### src/rtl/serial_cmp_driver.sv
// Initiator side of the bit-serial tri-state compare path: MSB-first bit-pair driver with internal EQ/GT/LT tracking.
// Optional early termination on first decision: define SERIAL_CMP_EARLY_TERM_EN.
module serial_cmp_driver #(
    parameter int unsigned WIDTH = 8
) (
    input  logic                       clk,
    input  logic                       rst_n,
    input  logic                       start,
    input  logic [WIDTH-1:0]           op_a,
    input  logic [WIDTH-1:0]           op_b,
    input  logic [1:0]                 cas_in,
    output logic                       ser_a,
    output logic                       ser_b,
    output logic                       ser_valid,
    output logic                       busy,
    output logic                       done,
    output logic [1:0]                 result,
    output logic [$clog2(WIDTH)-1:0]   bit_idx
);

    localparam int unsigned CW = $clog2(WIDTH);

    localparam logic [1:0] CMP_EQ = 2'b00;
    localparam logic [1:0] CMP_GT = 2'b01;
    localparam logic [1:0] CMP_LT = 2'b10;

    typedef enum logic {
        IDLE  = 1'b0,
        SHIFT = 1'b1
    } state_t;

    state_t           state_q, state_d;
    logic [WIDTH-1:0] sh_a_q, sh_a_d;
    logic [WIDTH-1:0] sh_b_q, sh_b_d;
    logic [1:0]       cmp_q, cmp_d;
    logic [CW-1:0]    cnt_q, cnt_d;
    logic             done_q, done_d;
    logic [1:0]       result_q, result_d;
    logic [1:0]       cmp_upd;
    logic             finish;

    // State and datapath registers
    always_ff @(posedge clk or negedge rst_n) begin
        if (!rst_n) begin
            state_q  <= IDLE;
            sh_a_q   <= '0;
            sh_b_q   <= '0;
            cmp_q    <= CMP_EQ;
            cnt_q    <= '0;
            done_q   <= 1'b0;
            result_q <= CMP_EQ;
        end else begin
            state_q  <= state_d;
            sh_a_q   <= sh_a_d;
            sh_b_q   <= sh_b_d;
            cmp_q    <= cmp_d;
            cnt_q    <= cnt_d;
            done_q   <= done_d;
            result_q <= result_d;
        end
    end

    // Next-state, verdict tracking and shift control
    always_comb begin
        state_d  = state_q;
        sh_a_d   = sh_a_q;
        sh_b_d   = sh_b_q;
        cmp_d    = cmp_q;
        cnt_d    = cnt_q;
        done_d   = 1'b0;
        result_d = result_q;

        // First differing bit pair decides; a non-EQ seed is never overwritten
        cmp_upd = cmp_q;
        if ((cmp_q == CMP_EQ) && (sh_a_q[WIDTH-1] != sh_b_q[WIDTH-1])) begin
            cmp_upd = sh_a_q[WIDTH-1] ? CMP_GT : CMP_LT;
        end

        finish = (cnt_q == '0);
`ifdef SERIAL_CMP_EARLY_TERM_EN
        finish = finish || (cmp_upd != CMP_EQ);
`endif

        case (state_q)
            IDLE: begin
                if (start) begin
                    sh_a_d  = op_a;
                    sh_b_d  = op_b;
                    cmp_d   = (cas_in == 2'b11) ? CMP_EQ : cas_in;
                    cnt_d   = CW'(WIDTH - 1);
                    state_d = SHIFT;
                end
            end
            SHIFT: begin
                cmp_d  = cmp_upd;
                sh_a_d = {sh_a_q[WIDTH-2:0], 1'b0};
                sh_b_d = {sh_b_q[WIDTH-2:0], 1'b0};
                if (finish) begin
                    // Clear the shifters so the serial lines idle low after an early exit
                    state_d  = IDLE;
                    done_d   = 1'b1;
                    result_d = cmp_upd;
                    cnt_d    = '0;
                    sh_a_d   = '0;
                    sh_b_d   = '0;
                end else begin
                    cnt_d = cnt_q - CW'(1);
                end
            end
        endcase
    end

    assign ser_a     = sh_a_q[WIDTH-1];
    assign ser_b     = sh_b_q[WIDTH-1];
    assign ser_valid = (state_q == SHIFT);
    assign busy      = (state_q == SHIFT);
    assign done      = done_q;
    assign result    = result_q;
    assign bit_idx   = cnt_q;

endmodule

### config.mk
export PLATFORM = sky130hd
export DESIGN_NAME = serial_cmp_driver
export DESIGN_NICKNAME = d
export VERILOG_FILES = /design/src/rtl/serial_cmp_driver.sv
export SDC_FILE = /design/constraint.sdc
export NUM_CORES = 1
export LEC_CHECK = 0
export ABC_AREA = 1
export CELL_PAD_IN_SITES_DETAIL_PLACEMENT = 1
export CELL_PAD_IN_SITES_GLOBAL_PLACEMENT = 2
export CORE_ASPECT_RATIO = 1.1
export CORE_MARGIN = 1
export CORE_UTILIZATION = 29
export DETAILED_ROUTE_END_ITERATION = 12
export GPL_TIMING_DRIVEN = 0
export PLACE_DENSITY_LB_ADDON = 0.25
export SYNTH_ARGS = -nofsm -noshare
export SYNTH_HDL_FRONTEND = slang
export SYNTH_SLANG_ARGS = --single-unit
### constraint.sdc
create_clock -name clk -period 2.39 [get_ports clk]
set_input_delay 0.478 -clock clk [delete_from_list [all_inputs] [get_ports clk]]
set_output_delay 0.478 -clock clk [all_outputs]
set_load 0.01 [all_outputs]
======== Word-level counts from Yosys, hierarchy flattened ========
Index checks and enable logic that the tools add are counted.
operators by class
  add/subtract/negate cells ............... 1
  $mul .................................... 0
  div/mod/pow operators ................... 0
  order comparisons ....................... 0
  equal/unequal tests ..................... 3
  shift operators ......................... 0
  multiplexer cells ....................... 19
  bitwise operators ....................... 1
  reductions and logical operators ........ 4
operators by type and width
  cell                                               count
  two-way mux 8 bit                                  4
  case mux 8 bit (2 select lines)                    2
  two-way mux 2 bit                                  4
  two-way mux 3 bit                                  2
  case mux 3 bit (2 select lines)                    1
  two-way mux 1 bit                                  4
  case mux 2 bit (2 select lines)                    1
  zero test 3 bit                                    1
  subtractor 3 x 1 -> 3 bit (second input constant)  1
  == test 2 bit (second input constant)              1
  zero test 2 bit                                    1
  != test 2 bit (second input constant)              1
  case mux 1 bit (2 select lines)                    1
  AND reduction 2 bit                                1
  logical AND 1 bit                                  1
  != test 1 bit                                      1
  inverter 1 bit                                     1
word-level totals
  register bits ........................... 25
  bits in latches ......................... 0
  memory bits (writable) .................. 0
  bits in read-only memories .............. 0
  input port bits ......................... 21
  logic and storage cells ................. 35
  memories ................................ 0

======== Depth between registers and ports, before layout ========
Gate-level depths: netlist of run 1.
  depth in word-level cells ............... 4
  depth in mapped cells ................... 5

======== Least setup slack after synthesis of run 1 ========
OpenSTA, ideal clock, no wires.
  kind .................................... reg2out
  start ................................... register state_q (netlist: busy)
  end ..................................... output port ser_valid
  arrival time ............................ 637 ps
  required time ........................... 1912 ps
  path slack .............................. 1275 ps
  stages on the path, launching flop included .. 2
  buffers on the path ..................... 1
  path through ............................ dfrtp_1 -> buf_4
RTL lines
  item                    line  source
  from (decl)             32    state_t state_q, state_d;
  from (signal assigned)  53    state_q <= state_d;
  to (decl)               14    output logic ser_valid,
No word-level cell between the ends.

======== Worst setup path in the final report of run 1 ========
  start ................................... register state_q (netlist: busy)
  end ..................................... output port ser_valid
No word-level cell between the ends.

==> results of run 1 <==
-- cells in the mapped netlist, drive strengths merged --
| master | number | share of area (%) |
|---|---|---|
| inv | 23 | 7.0 |
| o21ai | 15 | 5.9 |
| nand3 | 5 | 2.4 |
| nor2 | 25 | 7.6 |
| nand3b | 1 | 0.59 |
| nand2 | 56 | 17 |
| a21oi | 14 | 5.5 |
| dfrtp | 25 | 49 |
| buf | 7 | 4.3 |
-- through the flow --
stage	instance area [um2]	setup WS, ps	power, W
final	1680	467	0.00195
after global routing	1680	401	0.00214
after CTS	1680	443	0.00199
after detailed placement	1630	444	0.00172
after global placement	1630	463	0.00167
after floorplan	1270	1270	0.00132
-- routing by layer --
layer,part of all wire [%],GRT usage (%)
met1,44,18.8
met5,0,0
met2,52,29.9
met4,1.4,5.80
met3,2.7,1.91
-- cell type report --
cell class | instances | area (um2)
Fill cell | 513 | 2400
Inverter | 23 | 88.8
Clock buffer | 3 | 41.3
Buffer | 7 | 55.1
Sequential cell | 25 | 626
Timing Repair Buffer | 30 | 300
Tap cell | 52 | 65.1
Clock inverter | 1 | 7.51
Multi-Input combinational cell | 116 | 499
-- tightest hold or removal path: stages (launching register included) --
cell	delay (ps)
dfrtp_1	350
nand2_1	60
nand2_1	50
-- cell families after synthesis --
logic type	after synthesis	share of synthesized area, %
AO/OA/AOI/OAI	29	11.4
buffers and inverters	30	11.3
flip-flops	25	49.3
AND/OR/NAND/NOR	87	27.9
-- report_power, final --
group / leakage [nW] / switching, W / internal, W
Sequential: 0.314 / 0.000126 / 0.000611
Combinational: 0.553 / 0.000524 / 0.000421
Clock: 0.0217 / 0.000147 / 0.000119
Total: 0.889 / 0.000797 / 0.00115
-- worst max path at each step --
stage / end / depth (start not counted)
floorplan: ser_valid / 1
global placement: sh_b_q[2] / 1
detailed placement: sh_b_q[2] / 1
CTS: ser_valid / 2
global route: ser_valid / 2
finish: ser_valid / 2
-- flip-flops by register name, indices dropped and copies added (netlist names) --
name / cells
bit_idx: 3
result: 2
cmp_q: 2
busy: 1
sh_a_q: 8
sh_b_q: 8
done: 1
==> flow_summary.json, run 1 <==
{
  "status": "complete, no violations",
  "crit_family": "buffers and inverters",
  "ios": 31,
  "clock.fmax_mhz": 520,
  "hold_path_depth": 2,
  "clock_path_buffers": 2,
  "critPathLaunchType": "flop",
  "period_share_pct": 80.4,
  "cts.sinks": 25,
  "grt_max_degree": 26,
  "die_y_um": 71.4,
  "rows": 24,
  "cts_tree": "yes",
  "die-width_um": 65.1,
  "p_leak_nw": 0.889,
  "cts_made_buffers": 3,
  "syn-num-nets": 192,
  "cts_setup_buffers": 0,
  "path_class": "flop to primary output",
  "r2r-start": "busy",
  "ys_types": 18,
  "tns_ps": 0,
  "diodes": 0,
  "rrSetupSlack_ps": 1140,
  "layout-drive-gt1-share_pct": 8.78,
  "core_mm2": 0.00408,
  "gp_congestion": 0.690,
  "worstPathRequired_ps": 1910,
  "drtIter0Drc": 20,
  "numPortBuffers": 30,
  "hp-class": "flop to flop",
  "finalClockSkew_ps": 5.95,
  "final_util_pct": 41.2,
  "grt_overflow_total": 0,
  "slew_headroom_pct": 22.0,
  "cts.repair.resized": 0,
  "area_growth_pct": 32.6,
  "rsz0062_at_grt": "no",
  "path_max_fanout": 5,
  "slew_violations": 0,
  "cp.arrival_ps": 1440,
  "path_cells": "buf_4, clkdlybuf4s50_1",
  "maxCapViolCount": 0,
  "power.density_mw_per_mm2": 1160,
  "path_buf_inv": 2,
  "finalHoldViolCount": 0,
  "crit_path_max_incr_delay_ps": 520,
  "antenna_found_initial": 0,
  "grt_first_pass_wirelength_mm": 5.73,
  "drcViolationCount": 0,
  "hold_buffers": 0,
  "ir_worst_vdd_mv": 0.292,
  "ant_nets": 0,
  "slowest_stage": "clkdlybuf4s50_1",
  "clkTransAtPathRegs_ps": 100,
  "nets": 227,
  "synth.avg_cell_area_um2": 7.42,
  "dieArea_mm2": 0.00464,
  "grt_pass1_vias": 1252,
  "cts_root_buf": "clkbuf_8",
  "r2r-end": "bit_idx[0]",
  "synth_warnings": 0,
  "track_usage_pct": 16.1,
  "most-common-layout-cells": "nand2_1, clkdlybuf4s50_1, dfrtp_1",
  "start_util_pct": 31.1,
  "synth_area_mm2": 0.00127,
  "ys_seq_elements": 25,
  "hold_ws_ps": 489,
  "avgViaCountPerCell": 4.68,
  "worstHoldEndpoint": "result[1]",
  "fin_crit_ps": 1920,
  "netlist_instances": 171,
  "htreeDepth": 1,
  "reg2reg_depth": 5,
  "startpoint": "busy",
  "dr_total_vias": 1203,
  "dp_hpwl_mm": 2.49,
  "place_inst": 253,
  "wl_per_cell_um": 13.0,
  "critPathCaptureType": "primary output",
  "worst_pin_slew_ps": 1170,
  "ys_seq_area_share_pct": 49.3,
  "insertion_delay_ps": 280,
  "final_cells": 257,
  "mostFrequentLayoutCell": "nand2_1",
  "hold_start": "result[1]",
  "finalSetupViolCount": 0,
  "first_pass_iters": 4,
  "wirelength_mm": 3.35
}
Note: power is estimated with default switching activity, not from simulation.
==> run 2, diff against run 1 <==
- CORE_UTILIZATION: 29 -> 27
- clock period: 2.39 -> 2 ns (I/O delays scaled with it)
==> run 2 against run 1 <==
Effect of this change: flip-flop and latch count unchanged; worst setup slack got worse by 280 ps; largest power group unchanged; critical endpoint unchanged; final cell count increased by 0.78%; sequential power increased by 19%; clock-buffer cell count unchanged; final area unchanged; clock power increased by 17%; wire length about the same; first-iteration DRC count increased by 95%; critical path depth unchanged; die area increased by 7.2%.
==> flow_summary.json, run 2 (same netlist as run 1, synthesis figures left out) <==
{
  "slew_headroom_pct": 20.9,
  "slowest_stage": "clkdlybuf4s50_1",
  "clock.fmax_mhz": 552,
  "grt_max_degree": 26,
  "p_leak_nw": 0.893,
  "rows": 25,
  "area_growth_pct": 32.6,
  "start_util_pct": 28.8,
  "diodes": 0,
  "grt_use_met3_pct": 2.02,
  "gp_congestion": 0.720,
  "finalClockSkew_ps": 1.18,
  "hold_buffers": 0,
  "drcViolationCount": 0,
  "cts_tree": "yes",
  "path_max_fanout": 5,
  "cp.arrival_ps": 1410,
  "nets": 227,
  "cts_setup_buffers": 0,
  "fin_crit_ps": 1810,
  "rrSetupSlack_ps": 770,
  "path_cells": "buf_4, clkdlybuf4s50_1",
  "critPathLaunchType": "flop",
  "avgViaCountPerCell": 4.48,
  "layout-drive-gt1-share_pct": 8.78,
  "worstHoldEndpoint": "sh_b_q[0]",
  "drtIter0Drc": 39,
  "insertion_delay_ps": 270,
  "clock_path_buffers": 2,
  "gr-usage-met1_pct": 18.2,
  "status": "complete, no violations",
  "grt_overflow_total": 0,
  "first_pass_iters": 4,
  "grt_first_pass_wirelength_mm": 5.64,
  "path_class": "flop to primary output",
  "numPortBuffers": 30,
  "cts.sinks": 25,
  "antenna_found_initial": 0,
  "core_mm2": 0.00441,
  "crit_family": "buffers and inverters",
  "dp_hpwl_mm": 2.49,
  "hold_start": "sh_b_q[0]",
  "clkTransAtPathRegs_ps": 90,
  "finalSetupViolCount": 0,
  "critPathCaptureType": "primary output",
  "period_share_pct": 90.5,
  "most-common-layout-cells": "nand2_1, clkdlybuf4s50_1, dfrtp_1",
  "r2r-start": "busy",
  "grt-busiest-layer": "met2",
  "crit_path_max_incr_delay_ps": 520,
  "r2r-end": "bit_idx[0]",
  "wl_per_cell_um": 12.9,
  "power.density_mw_per_mm2": 1370,
  "finalHoldViolCount": 0,
  "reg2reg_depth": 5,
  "htreeDepth": 1,
  "cts_made_buffers": 3,
  "ir_worst_vdd_mv": 0.344,
  "ant_nets": 0,
  "worstPathRequired_ps": 1600,
  "rsz0062_at_grt": "no",
  "worst_pin_slew_ps": 1180,
  "dr_total_vias": 1160,
  "path_buf_inv": 2,
  "tns_ps": 0,
  "hp-class": "flop to flop",
  "mostFrequentLayoutCell": "nand2_1",
  "grt_pass1_vias": 1229,
  "dieArea_mm2": 0.00498,
  "track_usage_pct": 15.5,
  "die_y_um": 73.9,
  "cts.repair.resized": 0,
  "slew_violations": 0,
  "die-width_um": 67.4,
  "grt_use_met2_pct": 28.1,
  "maxCapViolCount": 0,
  "hold_path_depth": 2,
  "hold_ws_ps": 492,
  "cts_root_buf": "clkbuf_8",
  "wirelength_mm": 3.35,
  "ios": 31
}
==> run 2: cell types whose count changed in the layout (fill, tap and decap cells not counted), sizes merged <==
cell	delta
clkinv	+1
clkinvlp	-1
==> run 2: tightest hold or removal path, delay by kind of cell, from the launching register on <==
kind | cells | cell delay, ps
and+or+nand+nor | 2 | 100
DFF | 1 | 360
==> run 2: layout make-up <==
| cell class | count | area [um2] |
|---|---|---|
| multi-input cells | 116 | 499 |
| well taps | 54 | 67.6 |
| flip-flops and latches | 25 | 626 |
| plain buffers | 7 | 55.1 |
| fillers | 574 | 2730 |
| clock buffers | 3 | 41.3 |
| inverters | 23 | 88.8 |
| clock inverters | 1 | 5.00 |
| repair buffers | 30 | 300 |
==> run 2: worst max-delay path by stage <==
stage	from	end	slack, ps	depth (start not counted)
after floorplan	busy	bit_idx[0]	900	5
after global routing	busy	ser_valid	140	2
after global placement	rst_n	sh_b_q[1]	130	1
after detailed placement	rst_n	sh_b_q[2]	110	1
final	busy	ser_valid	190	2
after CTS	busy	ser_valid	180	2
==> run 2: where the power goes <==
part	internal (W)	switching [W]
logic	0.000503	0.000618
clock network	0.000140	0.000171
registers	0.000730	0.000148
==> run 2: metrics by stage <==
stage	setup WS (ps)	area (um2)	utilization [%]	std cells	total power, W
after detailed placement	114	1640	37.1	255	0.00204
after floorplan	902	1270	-	171	0.00158
after CTS	176	1680	38.2	259	0.00236
final	190	1680	38.2	259	0.00231
after global routing	142	1680	38.2	259	0.00254
after global placement	132	1640	37.1	255	0.00198
==> run 2: per-layer routing <==
metal  routed length, um  vias to the layer above
met5                   0                        -
met4                  40                        0
met3                 117                        4
met2                1720                       22
met1                1470                      546
li1                    -                      588
